File: config.mk
export PLATFORM = sky130hd
export DESIGN_NAME = jtag_rpc_in_reg
export DESIGN_NICKNAME = d
export VERILOG_FILES = /design/src/rtl/jtag_pkg.sv /design/src/rtl/clock_gater.sv /design/src/rtl/jtag_rpc_in_reg.sv
export SDC_FILE = /design/constraint.sdc
export NUM_CORES = 1
export LEC_CHECK = 0
export ABC_AREA = 1
export CAP_MARGIN = 25
export CORE_MARGIN = 5
export CORE_UTILIZATION = 25
export DETAILED_ROUTE_END_ITERATION = 6
export GPL_TIMING_DRIVEN = 0
export SLEW_MARGIN = 20
export SYNTH_ARGS = -nofsm -noshare
export SYNTH_HDL_FRONTEND = slang
export SYNTH_SLANG_ARGS = --single-unit
File: constraint.sdc
create_clock -name clk -period 0.9 [get_ports clk]
set_input_delay 0.225 -clock clk [delete_from_list [all_inputs] [get_ports clk]]
set_output_delay 0.225 -clock clk [all_outputs]
set_load 0.01 [all_outputs]
File: src/rtl/jtag_pkg.sv
// Shared JTAG definitions: TAP controller state encodings and default data-register
// geometry used by the TAP-side registers.
package jtag_pkg;

   // IEEE 1149.1 TAP controller state encodings
   typedef enum logic [3:0] {
      TapExit2Dr        = 4'h0,
      TapExit1Dr        = 4'h1,
      TapShiftDr        = 4'h2,
      TapPauseDr        = 4'h3,
      TapSelectIrScan   = 4'h4,
      TapUpdateDr       = 4'h5,
      TapCaptureDr      = 4'h6,
      TapSelectDrScan   = 4'h7,
      TapExit2Ir        = 4'h8,
      TapExit1Ir        = 4'h9,
      TapShiftIr        = 4'hA,
      TapPauseIr        = 4'hB,
      TapRunTestIdle    = 4'hC,
      TapUpdateIr       = 4'hD,
      TapCaptureIr      = 4'hE,
      TapTestLogicReset = 4'hF
   } tap_state_e;

   localparam int unsigned DefaultBits       = 32;
   localparam logic [63:0] DefaultResetValue = 64'h0000_0000_1234_5678;

endpackage

File: src/rtl/clock_gater.sv
// Glitch-free clock gate: enable is captured by a latch that is transparent while the
// clock is low, so the gated clock never produces truncated pulses.
module clock_gater (
   input  logic clk_in,
   input  logic enable,
   input  logic atg_clk_mode,
   output logic clk_out
);

   logic en_latched;

   // No reset: the first low phase of clk_in defines the latch contents.
   always_latch begin
      if (!clk_in) begin
         en_latched <= enable;
      end
   end

   assign clk_out = clk_in & (en_latched | atg_clk_mode);

endmodule

File: src/rtl/jtag_rpc_in_reg.sv
// JTAG data register with parallel capture and LSB-first shift, plus a gated clock
// that runs only while the register is being captured or shifted.
module jtag_rpc_in_reg
   import jtag_pkg::*;
#(
   parameter int unsigned BITS        = DefaultBits,
   parameter logic [63:0] RESET_VALUE = DefaultResetValue
) (
   input  logic            clk,
   input  logic            reset,
   input  logic            select,
   input  logic            capture_dr,
   input  logic            shift_dr,
   input  logic [BITS-1:0] capture_value,
   input  logic            tdi,
   input  logic            atg_clk_mode,
   output logic            tdo,
   output logic            shiftcapture_clk_o,
   output logic [BITS-1:0] data_o
);

   logic [BITS-1:0] sr_q, sr_d, sr_shift;
   logic            gate_en;

   // tdi enters at the MSB; a one-bit register simply loads tdi.
   if (BITS == 1) begin : g_shift_one
      assign sr_shift = tdi;
   end else begin : g_shift_wide
      assign sr_shift = {tdi, sr_q[BITS-1:1]};
   end

   always_comb begin
      sr_d = sr_q;
      if (select && capture_dr) begin
         sr_d = capture_value;
      end else if (select && shift_dr) begin
         sr_d = sr_shift;
      end
   end

   always_ff @(posedge clk) begin
      if (reset) begin
         sr_q <= RESET_VALUE[BITS-1:0];
      end else begin
         sr_q <= sr_d;
      end
   end

   assign data_o  = sr_q;
   assign tdo     = sr_q[0];
   assign gate_en = select & (capture_dr | shift_dr);

   clock_gater u_clock_gater (
      .clk_in       (clk),
      .enable       (gate_en),
      .atg_clk_mode (atg_clk_mode),
      .clk_out      (shiftcapture_clk_o)
   );

endmodule

Word level (Yosys, flattened, before mapping)
Cells that the tools add are included.
- bits in registers: 32
- bits in latches: 1
- memory bits (writable): 0
- memory bits (read-only): 0
- input bits: 39
- output and inout bits: 34
- word-level logic and storage cells: 12
- memories kept: 0
- $add $sub $neg: 0
- $mul: 0
- divide/modulo/power cells: 0
- order comparisons: 0
- equality and inequality tests: 0
- shift-type cells: 0
- mux-type cells: 3
- bitwise operators: 4
- reduce and logical (&&, ||, !) cells: 3
- operators by type and width (kind ; count):
    $mux W32 ; 2
    $and A1 B1 Y1 ; 2
    $logic_and A1 B1 Y1 ; 2
    $or A1 B1 Y1 ; 2
    $reduce_bool A2 Y1 ; 1
    $mux W1 ; 1

Depth between registers and ports, before layout
- word-level depth: 3
- gate-level depth with buffers: 7
- mapped depth without buffers: 6

By module
From an unflattened synthesis, not the netlist that was laid out.
- cells, all modules: 288
- area, all modules: 1714.1 um^2
- modules (own cells, without submodules) (module ; instances ; cells an instance ; area an instance (um^2) ; seq. area each (um^2)):
    jtag_rpc_in_reg ; 1 ; 284 ; 1687.9 ; 640.6
    clock_gater ; 1 ; 4 ; 26.3 ; 0.0

==> results.sh <==
export IMPL_setup_ws_ps=-807
export IMPL_routed_wl_um=6320
export IMPL_gp_congestion=0.739
export IMPL_synth_cells=286
export IMPL_syn_area_per_cell_um2=6.46
export IMPL_tns_ps=-6470
export IMPL_cts_hold_buffers=0
export IMPL_grt_max_degree=12
export IMPL_ys_warn_count=0
export IMPL_violations="setup timing"
export IMPL_final_util=0.450
export IMPL_grt_usage=0.146
export IMPL_synth_cell_types=17
export IMPL_drv_cap=0
export IMPL_holdPathStages=5
export IMPL_leakage_nw=1.72
export IMPL_io_buffers=72
export IMPL_drive_gt1_frac=0.426
export IMPL_die_h_um=96.0
export IMPL_layout_common_cells="121 x nand2_1, 47 x buf_6, 35 x clkdlybuf4s50_1"
export IMPL_drt_pass1_iter_count=4
export IMPL_dp_cells=457
export IMPL_final_cells=503
export IMPL_reg2reg_depth=7
export IMPL_layout_commonest_cell="nand2_1"
export IMPL_netlist_area_um2=1850
export IMPL_die_x_um=96.0
export IMPL_status="finished, violations left"
export IMPL_p_comb_frac=0.277
export IMPL_drc=0
export IMPL_antenna_found_initial=0
export IMPL_final_setup_viol_count=34
export IMPL_cp_end_kind="output port"
export IMPL_first_global_vias=2193
export IMPL_syn_to_final_growth_pct=75.6
export IMPL_ant_nets=0
export IMPL_dp_slack_ps=-1010
export IMPL_nets=442
export IMPL_p_seq_frac=0.373
export IMPL_start_util=0.256
export IMPL_hold_class="input pin to flop"
export IMPL_syn_nets=325
export IMPL_grt_pass1_wl_um=10100
export IMPL_fp_coreArea_um2=7210
export IMPL_arrival_ps=1480
export IMPL_rsz0062_at_grt="true"
export IMPL_start_kind="latch"
export IMPL_tightest_slew_ps=302
export IMPL_drt_initial_drc_count=96
export IMPL_num_io_pins=73
export IMPL_switchingPower_mw=1.32
export IMPL_synth_seq_cells=33
export IMPL_rows=31
export IMPL_path_max_fanout=1
export IMPL_hold_viol_final=0
export IMPL_clk_pin_slew_ps=70
export IMPL_irDropWorstVdd_uv=478
export IMPL_p_clk_frac=0.350
export IMPL_globalRoute_totalOverflow=0
export IMPL_die_area_um2=9210
export IMPL_crit_required_ps=670
export IMPL_power_density_nw_per_um2=1370
export IMPL_cts_tree="yes"
export IMPL_clock_skew_ps=9.27
export IMPL_num_vias=2126
export IMPL_dp_hpwl_um=4310
export IMPL_slew_violations=0
export IMPL_clock_latency_ps=400
export IMPL_drt_vias_per_instance=4.23
export IMPL_antenna_cells=0
export IMPL_internal_power_mw=3.13
export IMPL_p_sw_frac=0.297
export IMPL_critPathKind="latch to output port"
export IMPL_relSlewSlack=0.799
export IMPL_avgRoutedWirePerCell_um=12.6
==> metrics by stage <==
step | area (µm²) | power [mW] | hold WS, ps
after floorplan | 1860 | 2.19 | 294
after detailed placement | 2710 | 2.77 | 485
after CTS | 3180 | 4.48 | 299
after global routing | 3250 | 4.75 | 358
final | 3250 | 4.45 | 317
after global placement | 2710 | 2.76 | 482
==> repair_timing <==
action                                  CTS  global route
pin swaps                                 2            16
endpoints found under the setup margin   67            49
cloned                                    0             0
setup buffers                            35             7
gates resized for setup                 215            31
==> sequential cells by signal, indices dropped and copies added, names as in the netlist <==
register                  cells
data_o                       32
u_clock_gater.en_latched      1
==> final cells by class <==
| cell class | instances | area, µm² |
|---|---|---|
| flip-flops and latches | 33 | 696 |
| plain buffers | 16 | 134 |
| fillers | 792 | 3970 |
| clock buffers | 9 | 115 |
| well taps | 99 | 124 |
| repair buffers | 107 | 1060 |
| inverters | 40 | 155 |
| multi-input cells | 196 | 946 |
| clock inverters | 3 | 17.5 |
==> power by group through the flow <==
| stage | Sequential (mW) | Combinational, mW | Clock [mW] |
|---|---|---|---|
| after floorplan | 1.71 | 0.436 | 0.0498 |
| after global placement | 1.68 | 0.971 | 0.113 |
| after detailed placement | 1.68 | 0.976 | 0.113 |
| after CTS | 1.65 | 1.19 | 1.63 |
| after global routing | 1.67 | 1.35 | 1.73 |
| final | 1.66 | 1.23 | 1.56 |
==> cell usage after synthesis (all sizes together) <==
| master | number | area share |
|---|---|---|
| nand2 | 125 | 0.27 |
| nand3 | 51 | 0.19 |
| inv | 40 | 0.083 |
| dfxtp | 32 | 0.35 |
| nor2 | 18 | 0.037 |
| buf | 16 | 0.064 |
| a21oi | 1 | 0.0027 |
| clkbuf | 1 | 0.0020 |
| dlxtn | 1 | 0.0081 |
| o21a | 1 | 0.0041 |
==> final timing paths <==
kind / end / from / slack, ps
setup reg to reg: data_o[13] / data_o[14] / 20
hold / removal: data_o[31] / select / 320
setup / recovery: shiftcapture_clk_o / u_clock_gater.en_latched / -810
hold reg to reg: data_o[10] / data_o[10] / 580
==> per-layer routing <==
metal	track usage	wire length (µm)	vias up
met5	0	0	-
met4	0.0616	69	0
met3	0.0586	525	10
met2	0.226	2900	74
met1	0.177	2830	948
li1	-	-	1094
==> worst max-delay path: stages (launching register included) <==
cell and delay [ps]:
dlxtn_1 400, o21a_1 100, buf_2 120
==> cells by family after synthesis <==
family | after synthesis | share of synthesized area
and+or+nand+nor | 194 | 0.490
buffers and inverters | 57 | 0.149
DFF | 32 | 0.347
AOI/OAI and AO/OA | 2 | 0.00677
latches | 1 | 0.00812
Note: power is estimated with default switching activity, not from simulation.
